**config.mk**
```make
export PLATFORM = sky130hd
export DESIGN_NAME = div_unit
export DESIGN_NICKNAME = d
export VERILOG_FILES = /design/src/rtl/div_unit.sv
export SDC_FILE = /design/constraint.sdc
export NUM_CORES = 1
export LEC_CHECK = 0
export CORE_MARGIN = 1.5
export CORE_UTILIZATION = 60
export DETAILED_ROUTE_END_ITERATION = 7
export PLACE_DENSITY = 0.83
export SYNTH_ARGS = -nofsm -noshare
export SYNTH_HDL_FRONTEND = slang
export SYNTH_SLANG_ARGS = --single-unit
```
**constraint.sdc**
```tcl
create_clock -name clk -period 11.1 [get_ports clk]
set_input_delay 2.22 -clock clk [delete_from_list [all_inputs] [get_ports clk]]
set_output_delay 2.22 -clock clk [all_outputs]
set_load 0.01 [all_outputs]
```
**src/rtl/div_unit.sv**
```systemverilog
// ---------------------------------------------------------------------------
// div_unit -- sequential signed integer divider (DIV instruction).
//
// Restoring divider, one quotient bit per clock. The quotient goes to lo
// and the remainder to hi. The control unit pulses start and then stalls
// while busy is high, until done.
//
// Optional build macro: DIV_UNIT_UNSIGNED_EN
//   When it is defined, the block gains a sign_en input that is sampled
//   with start. sign_en=0 selects DIVU semantics (raw operands, no sign
//   fix-up). When it is undefined, the divider is always signed.
// ---------------------------------------------------------------------------
module div_unit #(
    parameter int WIDTH = 32,   // operand/result width
    parameter int CNT_W = 6     // iteration counter width, 2**CNT_W > WIDTH
) (
    input  logic             clk,
    input  logic             reset,
    input  logic             start,
`ifdef DIV_UNIT_UNSIGNED_EN
    input  logic             sign_en,
`endif
    input  logic [WIDTH-1:0] A,
    input  logic [WIDTH-1:0] B,
    output logic [WIDTH-1:0] hi,
    output logic [WIDTH-1:0] lo,
    output logic             busy,
    output logic             done,
    output logic             div_zero
);

    typedef enum logic [1:0] {
        S_IDLE = 2'd0,
        S_RUN  = 2'd1,
        S_FIX  = 2'd2
    } state_t;

    state_t r_state;
    state_t w_state_next;

    // datapath registers
    logic [WIDTH-1:0] r_divisor;   // |B| (or raw B in unsigned mode)
    logic [WIDTH-1:0] r_quot;      // dividend shifting out, quotient shifting in
    logic [WIDTH-1:0] r_rem;       // partial remainder, always < r_divisor
    logic [CNT_W-1:0] r_cnt;       // remaining restoring steps
    logic             r_sign_q;    // negate quotient in FIX
    logic             r_sign_r;    // negate remainder in FIX
    logic [WIDTH-1:0] r_hi;
    logic [WIDTH-1:0] r_lo;
    logic             r_done;
    logic             r_div_zero;

    // control strobes from the FSM
    logic w_load;       // accept operands and enter RUN
    logic w_step;       // perform one restoring step
    logic w_fix;        // write signed results to hi/lo
    logic w_zero_hit;   // divide-by-zero request seen in IDLE

    // operand conditioning
    logic             w_signed;
    logic             w_b_zero;
    logic             w_a_neg;
    logic             w_b_neg;
    logic [WIDTH-1:0] w_a_mag;
    logic [WIDTH-1:0] w_b_mag;

    // restoring step
    logic [WIDTH:0]   w_rem_shift;
    logic [WIDTH:0]   w_rem_diff;
    logic             w_ge;
    logic [WIDTH-1:0] w_rem_next;
    logic [WIDTH-1:0] w_quot_next;
    logic [CNT_W-1:0] w_cnt_dec;

    // final sign fix-up
    logic [WIDTH-1:0] w_lo_fix;
    logic [WIDTH-1:0] w_hi_fix;

`ifdef DIV_UNIT_UNSIGNED_EN
    assign w_signed = sign_en;
`else
    assign w_signed = 1'b1;
`endif

    assign w_b_zero = (B == '0);
    assign w_a_neg  = w_signed & A[WIDTH-1];
    assign w_b_neg  = w_signed & B[WIDTH-1];

    // The most negative value negates to itself. Read as unsigned, that is
    // exactly its magnitude 2**(WIDTH-1), so no special case is needed.
    assign w_a_mag  = w_a_neg ? (-A) : A;
    assign w_b_mag  = w_b_neg ? (-B) : B;

    // The shifted remainder needs WIDTH+1 bits. Because rem < divisor
    // before the shift, the shifted value is < 2*divisor. The WIDTH+1-bit
    // difference therefore has its top bit set exactly when the shifted
    // value is below the divisor, so that bit acts as the compare result.
    assign w_rem_shift = {r_rem, r_quot[WIDTH-1]};
    assign w_rem_diff  = w_rem_shift - {1'b0, r_divisor};
    assign w_ge        = ~w_rem_diff[WIDTH];
    assign w_rem_next  = w_ge ? w_rem_diff[WIDTH-1:0] : w_rem_shift[WIDTH-1:0];
    assign w_quot_next = {r_quot[WIDTH-2:0], w_ge};
    assign w_cnt_dec   = r_cnt - CNT_W'(1);

    // The quotient truncates toward zero. The remainder takes the sign of
    // the dividend.
    assign w_lo_fix = r_sign_q ? (-r_quot) : r_quot;
    assign w_hi_fix = r_sign_r ? (-r_rem)  : r_rem;

    // State register; reset returns to IDLE immediately
    always_ff @(posedge clk or posedge reset) begin
        if (reset) begin
            r_state <= S_IDLE;
        end else begin
            r_state <= w_state_next;
        end
    end

    // Next-state and control-strobe decode
    always_comb begin
        w_state_next = r_state;
        w_load       = 1'b0;
        w_step       = 1'b0;
        w_fix        = 1'b0;
        w_zero_hit   = 1'b0;
        case (r_state)
            S_IDLE: begin
                if (start) begin
                    if (w_b_zero) begin
                        w_zero_hit = 1'b1;
                    end else begin
                        w_load       = 1'b1;
                        w_state_next = S_RUN;
                    end
                end
            end
            S_RUN: begin
                w_step = 1'b1;
                if (w_cnt_dec == '0) begin
                    w_state_next = S_FIX;
                end
            end
            S_FIX: begin
                w_fix        = 1'b1;
                w_state_next = S_IDLE;
            end
            default: begin
                w_state_next = S_IDLE;
            end
        endcase
    end

    // Iteration datapath: load operands, then shift/subtract once per cycle
    always_ff @(posedge clk or posedge reset) begin
        if (reset) begin
            r_divisor <= '0;
            r_quot    <= '0;
            r_rem     <= '0;
            r_cnt     <= '0;
            r_sign_q  <= 1'b0;
            r_sign_r  <= 1'b0;
        end else if (w_load) begin
            r_divisor <= w_b_mag;
            r_quot    <= w_a_mag;
            r_rem     <= '0;
            r_cnt     <= CNT_W'(WIDTH);
            r_sign_q  <= w_a_neg ^ w_b_neg;
            r_sign_r  <= w_a_neg;
        end else if (w_step) begin
            r_quot    <= w_quot_next;
            r_rem     <= w_rem_next;
            r_cnt     <= w_cnt_dec;
        end
    end

    // Result registers hold until the next completed division
    always_ff @(posedge clk or posedge reset) begin
        if (reset) begin
            r_hi <= '0;
            r_lo <= '0;
        end else if (w_fix) begin
            r_hi <= w_hi_fix;
            r_lo <= w_lo_fix;
        end
    end

    // Completion and divide-by-zero pulses, each one cycle wide
    always_ff @(posedge clk or posedge reset) begin
        if (reset) begin
            r_done     <= 1'b0;
            r_div_zero <= 1'b0;
        end else begin
            r_done     <= w_fix | w_zero_hit;
            r_div_zero <= w_zero_hit;
        end
    end

    assign hi       = r_hi;
    assign lo       = r_lo;
    assign busy     = (r_state != S_IDLE);
    assign done     = r_done;
    assign div_zero = r_div_zero;

endmodule

```
==> qor.yml, run 1 <==
yosysWarningCount: 0
worstMarginPinSlew_ns: 1.20
drt-initial-drc-count: 735
rows: 50
avgRoutedWirePerCell_um: 16.5
place.gp.congestion: 0.931
grt-ovfl-total: 0
hold_buffers: 0
reg2reg_depth: 12
grt.total_usage_pct: 28.6
diodes: 0
dr.pass1.iters: 6
hold_end: "hi[30]$_DFFE_PP0P_"
worst-path-max-fanout: 101
status: "complete, no violations"
cp-end-kind: "register"
relSlewSlack_pct: 19.8
fmax_mhz: 194
dominantRegCellSynth: "dfrtp_1"
dieWidth_um: 140
syn-cell-area_mm2: 0.0113
grt_pass1_vias: 9029
finalCriticalPeriod_ns: 5.17
clk_latency_ns: 0.43
pin_count: 134
path_clk_slew_ns: 0.06
slew_violations: 0
synth_enable_flop_cells: 0
vias_per_cell: 6.01
cts_setup_buffers: 0
hpwlAfterDp_um: 19800
syn_area_per_cell_um2: 8.52
slowest_delay_ns: 0.82
r2r_start: "r_quot[31]$_DFFE_PP0P_"
design_area_mm2: 0.0133
dieArea_mm2: 0.0197
hold_path.class: "register to register"
cp.arrival_ns: 5.48
final-setup-viol-count: 0
ctsHtreeMaxLevel: 4
crit_slowest_cell: "nand3_4"
yosysSeqAreaShare_pct: 38.0
reg2reg_setup_slack_ns: 6.91
start_util_pct: 60.8
grt_pass1_wl_um: 45400
cts_buffer_depth: 2
maxCapViolCount: 0
root_buffer: "clkbuf_16"
cts_sinks: 172
worstHoldStart: "hi[30]$_DFFE_PP0P_"
crit_chain: "clkdlybuf4s50_1 -> nor4_1 -> nand4_1 -> nor4_4 -> nand3_1 -> nand3_4 -> nor2_1 -> a221o_1"
ir_worst_vdd_uv: 173
die_h_um: 140
power_density_mw_per_mm2: 312
period_share_pct: 46.6
place_area_mm2: 0.0127
cts_made_buffers: 17
synth_cell_types: 67
cp.required_ns: 11.41
rsz0062_at_grt: "no"
cts_tree: "done"
critical_path_class: "input port to register"
ys_ff_latch: 172
synthCells: 1331
area_growth_pct: 16.9
syn_nets: 1437
leakagePower_nw: 5.72
min_path_cells: 2
async_flop_share_pct: 100
port_buffers: 133
cts-resized-gates: 0
hold_violations: 0
ant_nets: 0
r2r_end: "r_rem[31]$_DFFE_PP0P_"
final_nets: 1520
vias: 9976
wl_um: 27400
core_mm2: 0.0186
drc: 0
clock-skew-final_ns: 0.00802
fin_tns_setup_ns: 0
grt_max_degree: 108
start_kind: "input port"
antenna_found_initial: 0
drive_above_1_share_pct: 3.85
## critical path: cells and delay by family
| kind | cells | cell delay, ns |
|---|---|---|
| AND/OR/NAND/NOR | 6 | 2.44 |
| AO/OA/AOI/OAI | 1 | 0.29 |
| buffers and inverters | 1 | 0.48 |
## worst max path at each step
stage	startpoint	endpoint	slack [ns]	cells after the start
global placement	B[5]	r_quot[20]$_DFFE_PP0P_	5.68	8
floorplan	reset	div_zero$_DFF_PP0_	4.22	1
CTS	B[5]	r_quot[18]$_DFFE_PP0P_	5.96	8
detailed placement	B[5]	r_quot[18]$_DFFE_PP0P_	5.52	8
global route	B[5]	r_quot[14]$_DFFE_PP0P_	5.60	8
finish	B[5]	r_quot[19]$_DFFE_PP0P_	5.93	8
## logic make-up (layout without fill, tap and decap cells)
logic type,count (synthesis),count (layout),synth area share (%)
simple gates,433,433,17.9
compound gates,404,404,23.1
flops,172,172,38.0
xor+xnor,145,145,11.2
buf+inv,131,227,4.88
fa+ha+maj,39,39,4.37
mux,7,7,0.618
## placed cells by master, fill, tap and decap left out, types with 22 or more instances in the layout
cell,n
nand2_1,206
xor2_1,99
o31ai_1,42
o21ai_0,164
a221o_1,22
dfrtp_1,172
ha_1,38
o211ai_1,28
or3_1,26
a21oi_1,54
inv_1,53
clkdlybuf4s50_1,133
nor2_1,75
xnor2_1,46
## Yosys cell counts, types with 8 or more instances
| library cell | number | area, um2 |
|---|---|---|
| nand4_1 | 13 | 81.3 |
| a21oi_1 | 54 | 270 |
| ha_1 | 38 | 475 |
| xnor2_1 | 46 | 403 |
| or3_1 | 26 | 163 |
| o21ai_0 | 164 | 821 |
| nor3_1 | 18 | 90.1 |
| a21o_1 | 13 | 97.6 |
| o41ai_1 | 11 | 96.3 |
| a22oi_1 | 8 | 60.1 |
| a221o_1 | 22 | 220 |
| clkbuf_1 | 46 | 173 |
| o211ai_1 | 28 | 210 |
| nand3_1 | 21 | 105 |
| buf_2 | 22 | 110 |
| o31a_1 | 11 | 96.3 |
| nor2b_1 | 9 | 56.3 |
| nand2_1 | 206 | 773 |
| o31ai_1 | 42 | 315 |
| inv_1 | 54 | 203 |
| nor2_1 | 75 | 282 |
| a32o_1 | 9 | 90.1 |
| nand2b_1 | 15 | 93.8 |
| nor4_1 | 13 | 81.3 |
| dfrtp_1 | 172 | 4300 |
| xor2_1 | 99 | 867 |
## stage by stage
step                      std cells  setup WS, ns  utilization [%]  hold WS (ns)  total power, mW
after floorplan                1331          4.22                -         0.450             2.90
after global placement         1629          5.68             68.2         0.461             3.46
after detailed placement       1629          5.52             68.2         0.469             3.53
after CTS                      1661          5.96             71.1         0.484             4.11
after global routing           1661          5.60             71.1         0.509             4.48
final                          1661          5.93             71.1         0.478             4.14
## power by group
part	switching [mW]	internal (mW)
Clock	0.251	0.316
Sequential	0.313	0.897
Combinational	1.32	1.04
Total	1.88	2.26
## area by class of cell
type / instances / area (um2)
Multi-Input combinational cell: 1028 / 6510
Fill cell: 1477 / 5390
Sequential cell: 172 / 4300
Timing Repair Buffer: 141 / 1390
Clock buffer: 23 / 458
Tap cell: 234 / 293
Inverter: 54 / 208
Clock inverter: 9 / 86.3
## metal layers
metal / vias to the layer above / global-route usage, % / share of wire, %
li1: 4913 / - / -
met1: 4705 / 43.1 / 48
met2: 333 / 43.6 / 44
met3: 25 / 3.90 / 6.4
met4: 0 / 7.04 / 1.1
met5: - / 0 / 0
## registers in the layout, summed over array words and instances (netlist names)
| register | flops |
|---|---|
| done | 1 |
| lo | 32 |
| div_zero | 1 |
| r_divisor | 32 |
| r_state | 2 |
| r_rem | 32 |
| r_quot | 32 |
| hi | 32 |
| r_sign_r | 1 |
| r_sign_q | 1 |
| r_cnt | 6 |
Note: power is estimated with default switching activity, not from simulation.
==> inputs of run 2 (changes only) <==
CORE_UTILIZATION = 57   (was 60)
PLACE_DENSITY = 0.79   (was 0.83)
clock period = 4.8 ns   (was 11.1 ns; I/O delays follow)
==> run 2 against run 1 <==
Sequential share of layout area fell by 0.47 points; first-iteration DRC count grew 24%; sequential power is 130% higher; critical path type is now register to register; largest power group unchanged.
==> qor.yml, run 2 (synthesis gave the netlist of run 1 again) <==
status: "complete, no violations"
relSlewSlack_pct: 17.6  # -2.2 points
core_mm2: 0.0195  # +4.4%
clock-skew-final_ns: 0.0109  # +0.00291 ns
pre_cts_ws_ns: 0.734  # -4.78 ns
avgRoutedWirePerCell_um: 16.6  # +0.73%
drt-initial-drc-count: 910  # +24%
power_density_mw_per_mm2: 730  # +130%
crit_slowest_cell: "o311a_2"
place.gp.congestion: 0.955  # +2.6%
whs_ns: 0.477  # -0.00137 ns
rows: 51  # +2.0%
cts-resized-gates: 0  # unchanged
cp.required_ns: 5.11  # -6.30 ns
diodes: 0  # unchanged
hold_violations: 0  # unchanged
vias_per_cell: 5.91  # -1.6%
critical_path_class: "register to register"
slew_violations: 0  # unchanged
dieWidth_um: 144  # +2.5%
place_area_mm2: 0.0128  # +0.99%
leakagePower_nw: 5.79  # +1.2%
fin_tns_setup_ns: 0  # unchanged
grt_pass1_wl_um: 46100  # +1.5%
dr.pass1.iters: 6  # unchanged
fmax_mhz: 259
cts_made_buffers: 17  # unchanged
final_nets: 1525  # +0.33%
final_cell_mix: "nand2_1 (206), dfrtp_1 (172), o21ai_0 (164)"
area_growth_pct: 18.6
slowest_delay_ns: 0.56  # -0.26 ns
path_clk_slew_ns: 0.07  # about the same
start_kind: "register"
dieArea_mm2: 0.0207  # +5.1%
final_common_cell: "nand2_1"
hold_path.class: "register to register"
hold_buffers: 0  # unchanged
start_util_pct: 58.2  # -2.6 points
antenna_found_initial: 0  # unchanged
ant_nets: 0  # unchanged
pin_count: 134  # unchanged
worstMarginPinSlew_ns: 1.23  # +0.0327 ns
r2r_start: "r_divisor[0]$_DFFE_PP0P_"
cts_tree: "done"
rsz0062_at_grt: "no"
cts_buffer_depth: 2  # unchanged
hpwlAfterDp_um: 20200  # +1.9%
cp-end-kind: "register"
drc: 0  # unchanged
fillers: 1591  # +7.7%
finalWorstSetupSlack_ns: 0.937  # -5.00 ns
period_share_pct: 80.5
cts_setup_buffers: 0  # unchanged
grt.total_usage_pct: 28.0  # -0.65 points
worst-path-max-fanout: 30  # -70%
numPlacedInstances: 1665  # +2.2%
final_util_pct: 69.1  # -2.0 points
die_h_um: 144  # +2.5%
wl_um: 28200  # +2.9%
crit_start: "r_divisor[0]$_DFFE_PP0P_"
port_buffers: 133  # unchanged
maxCapViolCount: 0  # unchanged
cp.arrival_ns: 4.18  # -1.30 ns
root_buffer: "clkbuf_16"
crit_chain: "ha_1 -> fa_1 -> nand2b_1 -> a21oi_1 -> o211ai_1 -> o2111ai_2 -> a211oi_1 -> o311a_2 -> buf_4 -> or3_1 -> a32o_1"
grt_pass1_vias: 9045  # +0.18%
worstHoldStart: "lo[25]$_DFFE_PP0P_"
fin_total_pwr_mw: 9.81  # +140%
finalCriticalPeriod_ns: 3.86
design_area_mm2: 0.0134  # +1.5%
cts_sinks: 172  # unchanged
layout.cells.non_filler: 1697  # +2.2%
final-setup-viol-count: 0  # unchanged
vias: 10000  # +0.55%
ir_worst_vdd_uv: 360  # +110%
drive_above_1_share_pct: 4.61  # +0.75 points
clk_latency_ns: 0.43  # about the same
grt_max_degree: 173  # +60%
ctsHtreeMaxLevel: 4  # unchanged
grt-ovfl-total: 0  # unchanged
## run 2: changes by cell type in the layout (fill, tap and decap cells not counted), moves of 2 or more
cell	change
clkinv_2	-3
inv_8	+2
clkbuf_1	-5
inv_6	+4
buf_12	+4
## run 2: where the power goes
group          total, mW  internal, mW  switching [mW]
logic               5.56          2.47            3.08
registers           2.81          2.07           0.734
clock network       1.45         0.805           0.643
total               9.81          5.35            4.46
## run 2: area by class of cell
type	instances	area, um2	area share [%]
multi-input cells	1028	6510	48.4
flip-flops and latches	172	4300	32.0
clock inverters	14	175	1.30
well taps	265	332	2.47
inverters	54	206	1.54
clock buffers	18	439	3.27
repair buffers	146	1480	11.0
## run 2: layer usage
metal	vias up	routed length (um)	global-route usage, %
met5	-	0	0
met4	0	276	6.34
met3	26	1910	4.07
met2	370	12300	41.6
met1	4699	13700	42.9
li1	4936	-	-
## run 2: worst paths after layout
| check | end | slack (ns) | cells after the start |
|---|---|---|---|
| worst max register to register | r_rem[8]$_DFFE_PP0P_ | 0.94 | 11 |
| min in group asynchronous | lo[22]$_DFFE_PP0P_ | 1.13 | 3 |
| worst max-delay path | r_rem[8]$_DFFE_PP0P_ | 0.94 | 11 |
| worst min register to register | lo[25]$_DFFE_PP0P_ | 0.48 | 2 |
| max in group asynchronous | r_divisor[30]$_DFFE_PP0P_ | 2.97 | 3 |
| worst min-delay path | lo[25]$_DFFE_PP0P_ | 0.48 | 2 |
## run 2: critical path: cells and delay by family, from the launching register on
kind,cells,cell delay (ns)
flip-flops,1,0.44
AND/OR/NAND/NOR,2,0.58
adder cells (fa/ha/maj),2,0.64
buffers and inverters,1,0.31
AO/OA/AOI/OAI,6,1.77
